$ cat src/rtl/weight_fetch_ctrl.sv
// Weight fetch sequencer: streams (w1,w2) word pairs from a dual-read-port ROM
// over valid/ready, and arbitrates loader writes into the ROM while idle.
module weight_fetch_ctrl #(
  parameter int unsigned ADDR_WIDTH = 4,
  parameter int unsigned DATA_WIDTH = 16,
  parameter int unsigned DEPTH      = 16
) (
  input  logic                  clk,
  input  logic                  rst,
  input  logic                  start,
  input  logic [ADDR_WIDTH-1:0] base_addr,
  input  logic [ADDR_WIDTH-1:0] pair_count,
  output logic                  busy,
  output logic                  done,
  input  logic                  ld_valid,
  output logic                  ld_ready,
  input  logic [ADDR_WIDTH-1:0] ld_addr,
  input  logic [DATA_WIDTH-1:0] ld_data,
  output logic                  rom_write_en,
  output logic [ADDR_WIDTH-1:0] rom_write_addr,
  output logic [DATA_WIDTH-1:0] rom_write_data,
  output logic [ADDR_WIDTH-1:0] rom_read_addr_1,
  output logic [ADDR_WIDTH-1:0] rom_read_addr_2,
  input  logic [DATA_WIDTH-1:0] rom_read_data_1,
  input  logic [DATA_WIDTH-1:0] rom_read_data_2,
  output logic                  w_valid,
  input  logic                  w_ready,
  output logic [DATA_WIDTH-1:0] w_data_1,
  output logic [DATA_WIDTH-1:0] w_data_2,
  output logic                  w_last
);

  localparam logic [1:0] S_IDLE   = 2'd0;
  localparam logic [1:0] S_ISSUE  = 2'd1;
  localparam logic [1:0] S_STREAM = 2'd2;
  localparam logic [1:0] S_DONE   = 2'd3;

  logic [1:0]            r_state;
  logic                  r_busy;
  logic                  r_done;
  logic                  r_w_valid;
  logic                  r_w_last;
  logic [DATA_WIDTH-1:0] r_w_data_1;
  logic [DATA_WIDTH-1:0] r_w_data_2;
  logic [ADDR_WIDTH-1:0] r_rd_addr_1;
  logic [ADDR_WIDTH-1:0] r_rd_addr_2;
  logic [ADDR_WIDTH-1:0] r_remain;

  logic [1:0]            w_state_nxt;
  logic                  w_valid_nxt;
  logic                  w_last_nxt;
  logic [DATA_WIDTH-1:0] w_data_1_nxt;
  logic [DATA_WIDTH-1:0] w_data_2_nxt;
  logic [ADDR_WIDTH-1:0] w_rd_addr_1_nxt;
  logic [ADDR_WIDTH-1:0] w_rd_addr_2_nxt;
  logic [ADDR_WIDTH-1:0] w_remain_nxt;
  logic                  w_handshake;

  // Address arithmetic wraps modulo the ROM depth.
  function automatic logic [ADDR_WIDTH-1:0] addr_add(input logic [ADDR_WIDTH-1:0] a,
                                                     input int unsigned inc);
    return ADDR_WIDTH'((32'(a) + inc) % DEPTH);
  endfunction

  assign w_handshake = r_w_valid & w_ready;

  // r_remain counts pairs still to be presented after the one on the bus.
  always_comb begin
    w_state_nxt     = r_state;
    w_valid_nxt     = r_w_valid;
    w_last_nxt      = r_w_last;
    w_data_1_nxt    = r_w_data_1;
    w_data_2_nxt    = r_w_data_2;
    w_rd_addr_1_nxt = r_rd_addr_1;
    w_rd_addr_2_nxt = r_rd_addr_2;
    w_remain_nxt    = r_remain;
    case (r_state)
      S_IDLE: begin
        if (!ld_valid && start) begin
          if (pair_count == '0) begin
            w_state_nxt = S_DONE;
          end else begin
            w_remain_nxt    = pair_count;
            w_rd_addr_1_nxt = base_addr;
            w_rd_addr_2_nxt = addr_add(base_addr, 1);
            w_state_nxt     = S_ISSUE;
          end
        end
      end
      S_ISSUE: begin
        w_data_1_nxt    = rom_read_data_1;
        w_data_2_nxt    = rom_read_data_2;
        w_valid_nxt     = 1'b1;
        w_last_nxt      = (r_remain == ADDR_WIDTH'(1));
        w_remain_nxt    = r_remain - ADDR_WIDTH'(1);
        w_rd_addr_1_nxt = addr_add(r_rd_addr_1, 2);
        w_rd_addr_2_nxt = addr_add(r_rd_addr_2, 2);
        w_state_nxt     = S_STREAM;
      end
      S_STREAM: begin
        if (w_handshake) begin
          if (r_w_last) begin
            w_valid_nxt = 1'b0;
            w_last_nxt  = 1'b0;
            w_state_nxt = S_DONE;
          end else begin
            w_data_1_nxt    = rom_read_data_1;
            w_data_2_nxt    = rom_read_data_2;
            w_last_nxt      = (r_remain == ADDR_WIDTH'(1));
            w_remain_nxt    = r_remain - ADDR_WIDTH'(1);
            w_rd_addr_1_nxt = addr_add(r_rd_addr_1, 2);
            w_rd_addr_2_nxt = addr_add(r_rd_addr_2, 2);
          end
        end
      end
      S_DONE:  w_state_nxt = S_IDLE;
      default: w_state_nxt = S_IDLE;
    endcase
  end

  always_ff @(posedge clk or posedge rst) begin
    if (rst) begin
      r_state     <= S_IDLE;
      r_busy      <= 1'b0;
      r_done      <= 1'b0;
      r_w_valid   <= 1'b0;
      r_w_last    <= 1'b0;
      r_w_data_1  <= '0;
      r_w_data_2  <= '0;
      r_rd_addr_1 <= '0;
      r_rd_addr_2 <= '0;
      r_remain    <= '0;
    end else begin
      r_state     <= w_state_nxt;
      r_busy      <= (w_state_nxt != S_IDLE);
      r_done      <= (w_state_nxt == S_DONE);
      r_w_valid   <= w_valid_nxt;
      r_w_last    <= w_last_nxt;
      r_w_data_1  <= w_data_1_nxt;
      r_w_data_2  <= w_data_2_nxt;
      r_rd_addr_1 <= w_rd_addr_1_nxt;
      r_rd_addr_2 <= w_rd_addr_2_nxt;
      r_remain    <= w_remain_nxt;
    end
  end

  // Loader writes pass straight through, only while idle.
  assign ld_ready       = (r_state == S_IDLE);
  assign rom_write_en   = ld_valid & ld_ready;
  assign rom_write_addr = ld_addr;
  assign rom_write_data = ld_data;

  assign busy            = r_busy;
  assign done            = r_done;
  assign w_valid         = r_w_valid;
  assign w_last          = r_w_last;
  assign w_data_1        = r_w_data_1;
  assign w_data_2        = r_w_data_2;
  assign rom_read_addr_1 = r_rd_addr_1;
  assign rom_read_addr_2 = r_rd_addr_2;

endmodule

$ cat config.mk
export PLATFORM = sky130hd
export DESIGN_NAME = weight_fetch_ctrl
export DESIGN_NICKNAME = d
export VERILOG_FILES = /design/src/rtl/weight_fetch_ctrl.sv
export SDC_FILE = /design/constraint.sdc
export NUM_CORES = 1
export LEC_CHECK = 0
export BUFFER_PORTS_ARGS = -buffer_cell sky130_fd_sc_hd__buf_4
export CAP_MARGIN = 10
export CORE_MARGIN = 2
export CORE_UTILIZATION = 35
export DETAILED_ROUTE_END_ITERATION = 7
export GPL_TIMING_DRIVEN = 0
export PLACE_DENSITY_LB_ADDON = 0.05
export SLEW_MARGIN = 10
export SYNTH_ARGS = -nofsm -noshare
export SYNTH_HDL_FRONTEND = slang
export SYNTH_SLANG_ARGS = --single-unit
$ cat constraint.sdc
create_clock -name clk -period 3.6 [get_ports clk]
set_input_delay 0.72 -clock clk [delete_from_list [all_inputs] [get_ports clk]]
set_output_delay 0.72 -clock clk [all_outputs]
set_load 0.05 [all_outputs]
# Word-level counts from Yosys, hierarchy flattened
# Index checks and enable logic that the tools add are counted.
# op_classes
addsub,4
eq_ne,10
mux,32
bitwise,2
n_reduce_logical,11
# ops
operator,n
2-to-1 mux 16 bit,4
case mux 16 bit (2 select lines),2
2-to-1 mux 4 bit,12
case mux 4 bit (3 select lines),3
"adder 4 x 2 -> 4 bit, second input constant",2
2-to-1 mux 2 bit,4
"inequality test 2 bit, second input constant",4
case mux 2 bit (4 select lines),1
"equality test 2 bit, second input constant",3
AND reduction 3 bit,2
AND reduction 5 bit,1
"adder 4 x 1 -> 4 bit, second input constant",1
"equality test 4 x 1 -> 1 bit, second input constant",1
logical NOT 4 bit,1
2-to-1 mux 1 bit,4
case mux 1 bit (2 select lines),2
nonzero test 2 bit,2
"subtractor 4 x 1 -> 4 bit, second input constant",1
nonzero test 3 bit,1
AND 1 bit,2
"equality test 2 x 1 -> 1 bit, second input constant",1
logical NOT 2 bit,1
"inequality test 2 x 1 -> 1 bit, second input constant",1
AND reduction 2 bit,1
2 further kinds,2
# totals
reg_bits,50
input_bits,65
output_inout_bits,66
word_cells,69

# Longest topological paths before layout
# depth
ltp_word,5
depth_mapped,8
mapped_depth_nobuf,6

# Worst setup path after synthesis
# Ideal clock, no wire load.
# synth_timing
kind,register to output
start,reg r_state[1]
end,out rom_write_en
arrival_ps,1489
t_required_ps,2880
setup_slack_ps,1391
path_stages_with_launch,4
path_buffers,0
path_cell_list,dfrtp_1 > inv_1 > ha_1 > and2_1
# synth_between
elab_chain_cells,2
# synth_lines
item,line_no,text
start: declaration,38,logic [1:0] r_state;
start signal: assignment,134,r_state <= w_state_nxt;
logical NOT 2 bit,148,assign ld_ready = (r_state == S_IDLE);
net ld_ready,16,"output logic ld_ready,"
AND 1 bit,149,assign rom_write_en = ld_valid & ld_ready;
end: declaration,19,"output logic rom_write_en,"
# The timed path passes the listed nets, and every way through them passes these cells.

# Worst setup path in the final report
# layout_timing
start,reg r_state[0]
end,reg r_w_data_2[12] (netlist: w_data_2[12])
# layout_between
elab_chain_cells,3
word_cells_on_any_way,7
# layout_lines
item,line_no,text
equality test 2 bit or equality test 2 x 1 -> 1 bit (tied branches),77,case (r_state)
inequality test 2 bit (no source line) or nonzero test 2 bit (tied branches),-,
AND reduction 3 bit (no source line),-,
end signal: assignment,140,r_w_data_2 <= w_data_2_nxt;
end: declaration,44,logic [DATA_WIDTH-1:0] r_w_data_2;
# Several ways; a longest one is shown, not always the timed one.
# A chain may end at the register's enable or synchronous reset.

==> results_dict.tcl <==
set metrics [dict create \
    cp_top_family "buffers and inverters" \
    diodes 0 \
    yosysSeqAreaShare_pct 50.0 \
    worstSetupPathType "register to register" \
    ctsResizeCount 0 \
    hold_ws_ns 0.381 \
    instances_no_fill 426 \
    rsz0062_at_grt "false" \
    fin_area_mm2 0.00359 \
    tightest_slew_ns 0.517 \
    vias 1975 \
    wl_um 5600 \
    cts_tree "built" \
    status "finished, final reports clean" \
    power.leakage_nw 1.74 \
    hpwl_um 4360 \
    fp.dieH_um 88.6 \
    yosysUniqueCellTypes 39 \
    cts_root_buffer "clkbuf_8" \
    yosys.area.top_type "dfrtp_1" \
    period_share_pct 59.4 \
    pre_cts_ws_ns 1.33 \
    maxCapViolations 0 \
    async_reset_ff_share_pct 100 \
    die_w_um 88.6 \
    drt-wirelength-per-cell_um 13.1 \
    nets 404 \
    synthToLayoutAreaGrowth_pct 43.3 \
    worst_path_max_delay_cell "dfrtp_1" \
    cts_buffers 5 \
    core_area_mm2 0.00687 \
    clk_latency_ns 0.31 \
    rows 30 \
    regArea_mm2 0.00125 \
    antenna_found_initial 0 \
    cp-start-kind "register" \
    skew_ns 0.00915 \
    worstPathArrival_ns 2.33 \
    htree_levels 2 \
    period_needed_ns 2.14 \
    die_area_mm2 0.00785 \
    gp_congestion 0.745 \
    post_cts_buffers 0 \
    worst_slack_ns 1.46 \
    report.final.slew_viol_count 0 \
    drive_gt1_share_pct 56.4 \
    slowest_delay_ns 0.42 \
    ys_warn_count 0 \
    synth_top_flop_cell "dfrtp_1" \
    path_cells "inv_1, ha_1, buf_2, o21a_1, nor2b_1, clkbuf_1, buf_4, mux2_2" \
    synth.cell_area_mm2 0.00250 \
    vias_per_cell 4.64 \
    clk_path_buf_depth 2 \
    grt.overflow.total 0 \
    hold_path.class "input port to async pin" \
    nFillCells 648 \
    avgSynthCellArea_um2 11.9 \
    critPathBufInv 4 \
    hold_violations 0 \
    synth_edf_count 0 \
    clock-sinks 50 \
    track_usage_pct 14.2 \
    slew_headroom_pct 65.5 \
    multi_input_area_mm2 0.00101 \
    vdd_drop_max_mv 0.470 \
    placed_cells_incl_taps 418 \
    drt-pass1-iter-count 4 \
    fmax_mhz 468 \
    drc 0 \
    synth_top_area_share_pct 50.0 \
    placed_area_mm2 0.00347 \
    synth_fp_nets 286 \
    ioPinCount 131 \
    critPathMaxFanout 10 \
    finalSetupViolCount 0 \
    netlist_instances 211 \
    ctsHoldBuffers 0 \
    ys_ff_latch 50 \
    power_mw 4.15 \
    clk_pin_slew_ns 0.10 \
    start_util_pct 36.5 \
    first_iter_violations 39 \
    grt_pass1_wl_um 8630 \
    synth_area_leaders "dfrtp_1 (50%), mux2_2 (15%), buf_4 (7.2%)" \
    cp-end-kind "register" \
    antenna_left 0 \
    port_buffers 110 \
    setup_tns_ns 0 \
    grt_pass1_vias 1806 \
    grt_max_degree 36 \
    required_ns 3.79 \
    power_density_mw_per_mm2 1160 \
    fin_util_pct 52.2 \
]
worst paths after layout:
path	end	slack [ns]	cells after the start	start
max	w_data_2[12]$_DFFE_PP0P_	1.46	8	r_state[0]$_DFF_PP0_
min	w_data_1[1]$_DFFE_PP0P_	0.38	2	rst
max reg2reg	w_data_2[12]$_DFFE_PP0P_	1.46	8	r_state[0]$_DFF_PP0_
min reg2reg	w_data_1[10]$_DFFE_PP0P_	0.50	1	w_data_1[10]$_DFFE_PP0P_
max in group asynchronous	w_data_1[13]$_DFFE_PP0P_	2.72	3	rst
min in group clk	w_data_1[10]$_DFFE_PP0P_	0.50	1	w_data_1[10]$_DFFE_PP0P_
metal layers:
metal	part of all wire, %	vias up	global-route usage, %
li1	-	954	-
met1	42	936	17.7
met2	48	80	24.0
met3	8.6	5	4.38
met4	0.64	0	3.72
met5	0	-	0
cell type report:
type	count	area share (%)
Buffer	30	5.93
Multi-Input combinational cell	122	28.1
Sequential cell	50	34.9
Timing Repair Buffer	111	23.6
Clock buffer	5	1.92
Tap cell	96	3.35
Inverter	9	0.941
Clock inverter	3	1.36
placed cells by master, fill, tap and decap left out, drive strengths merged, types with 6 or more instances in the layout:
cell and n:
a21oi 6, ha 10, clkbuf 8, nor2 8, nand2 7, buf 138
o21ai 14, inv 10, dfrtp 50, mux2 35
registers in the layout (all words and copies together), names as in the netlist, 2 cells and up:
name and flops:
rom_read_addr_2 4, w_data_1 16, rom_read_addr_1 4, r_state 2
w_data_2 16, r_remain 4
power breakdown:
| part | leakage, nW | switching (mW) | total, mW | internal [mW] |
|---|---|---|---|---|
| clock | 0.0563 | 0.202 | 0.414 | 0.212 |
| combinational | 1.10 | 1.66 | 2.70 | 1.04 |
| sequential | 0.591 | 0.173 | 1.03 | 0.857 |
kinds of logic (layout without fill, tap and decap cells):
logic type      count (synthesis)  after routing  share of synthesized area, %
mux                            38             38                          16.9
simple gates                   38             38                          8.64
fa+ha+maj                      10             10                          5.00
compound gates                 34             34                          8.94
flops                          50             50                          50.0
xor+xnor                        2              2                         0.699
buf+inv                        39            158                          9.84
Yosys cell counts, types with 4 or more instances:
| cell type | count |
|---|---|
| dfrtp_1 | 50 |
| mux2_2 | 34 |
| buf_4 | 24 |
| o21ai_0 | 14 |
| ha_1 | 10 |
| inv_1 | 9 |
| nor2_1 | 8 |
| nand2_1 | 7 |
| a21oi_1 | 5 |
| nor2b_1 | 4 |
| nor3_1 | 4 |
Note: power is estimated with default switching activity, not from simulation.
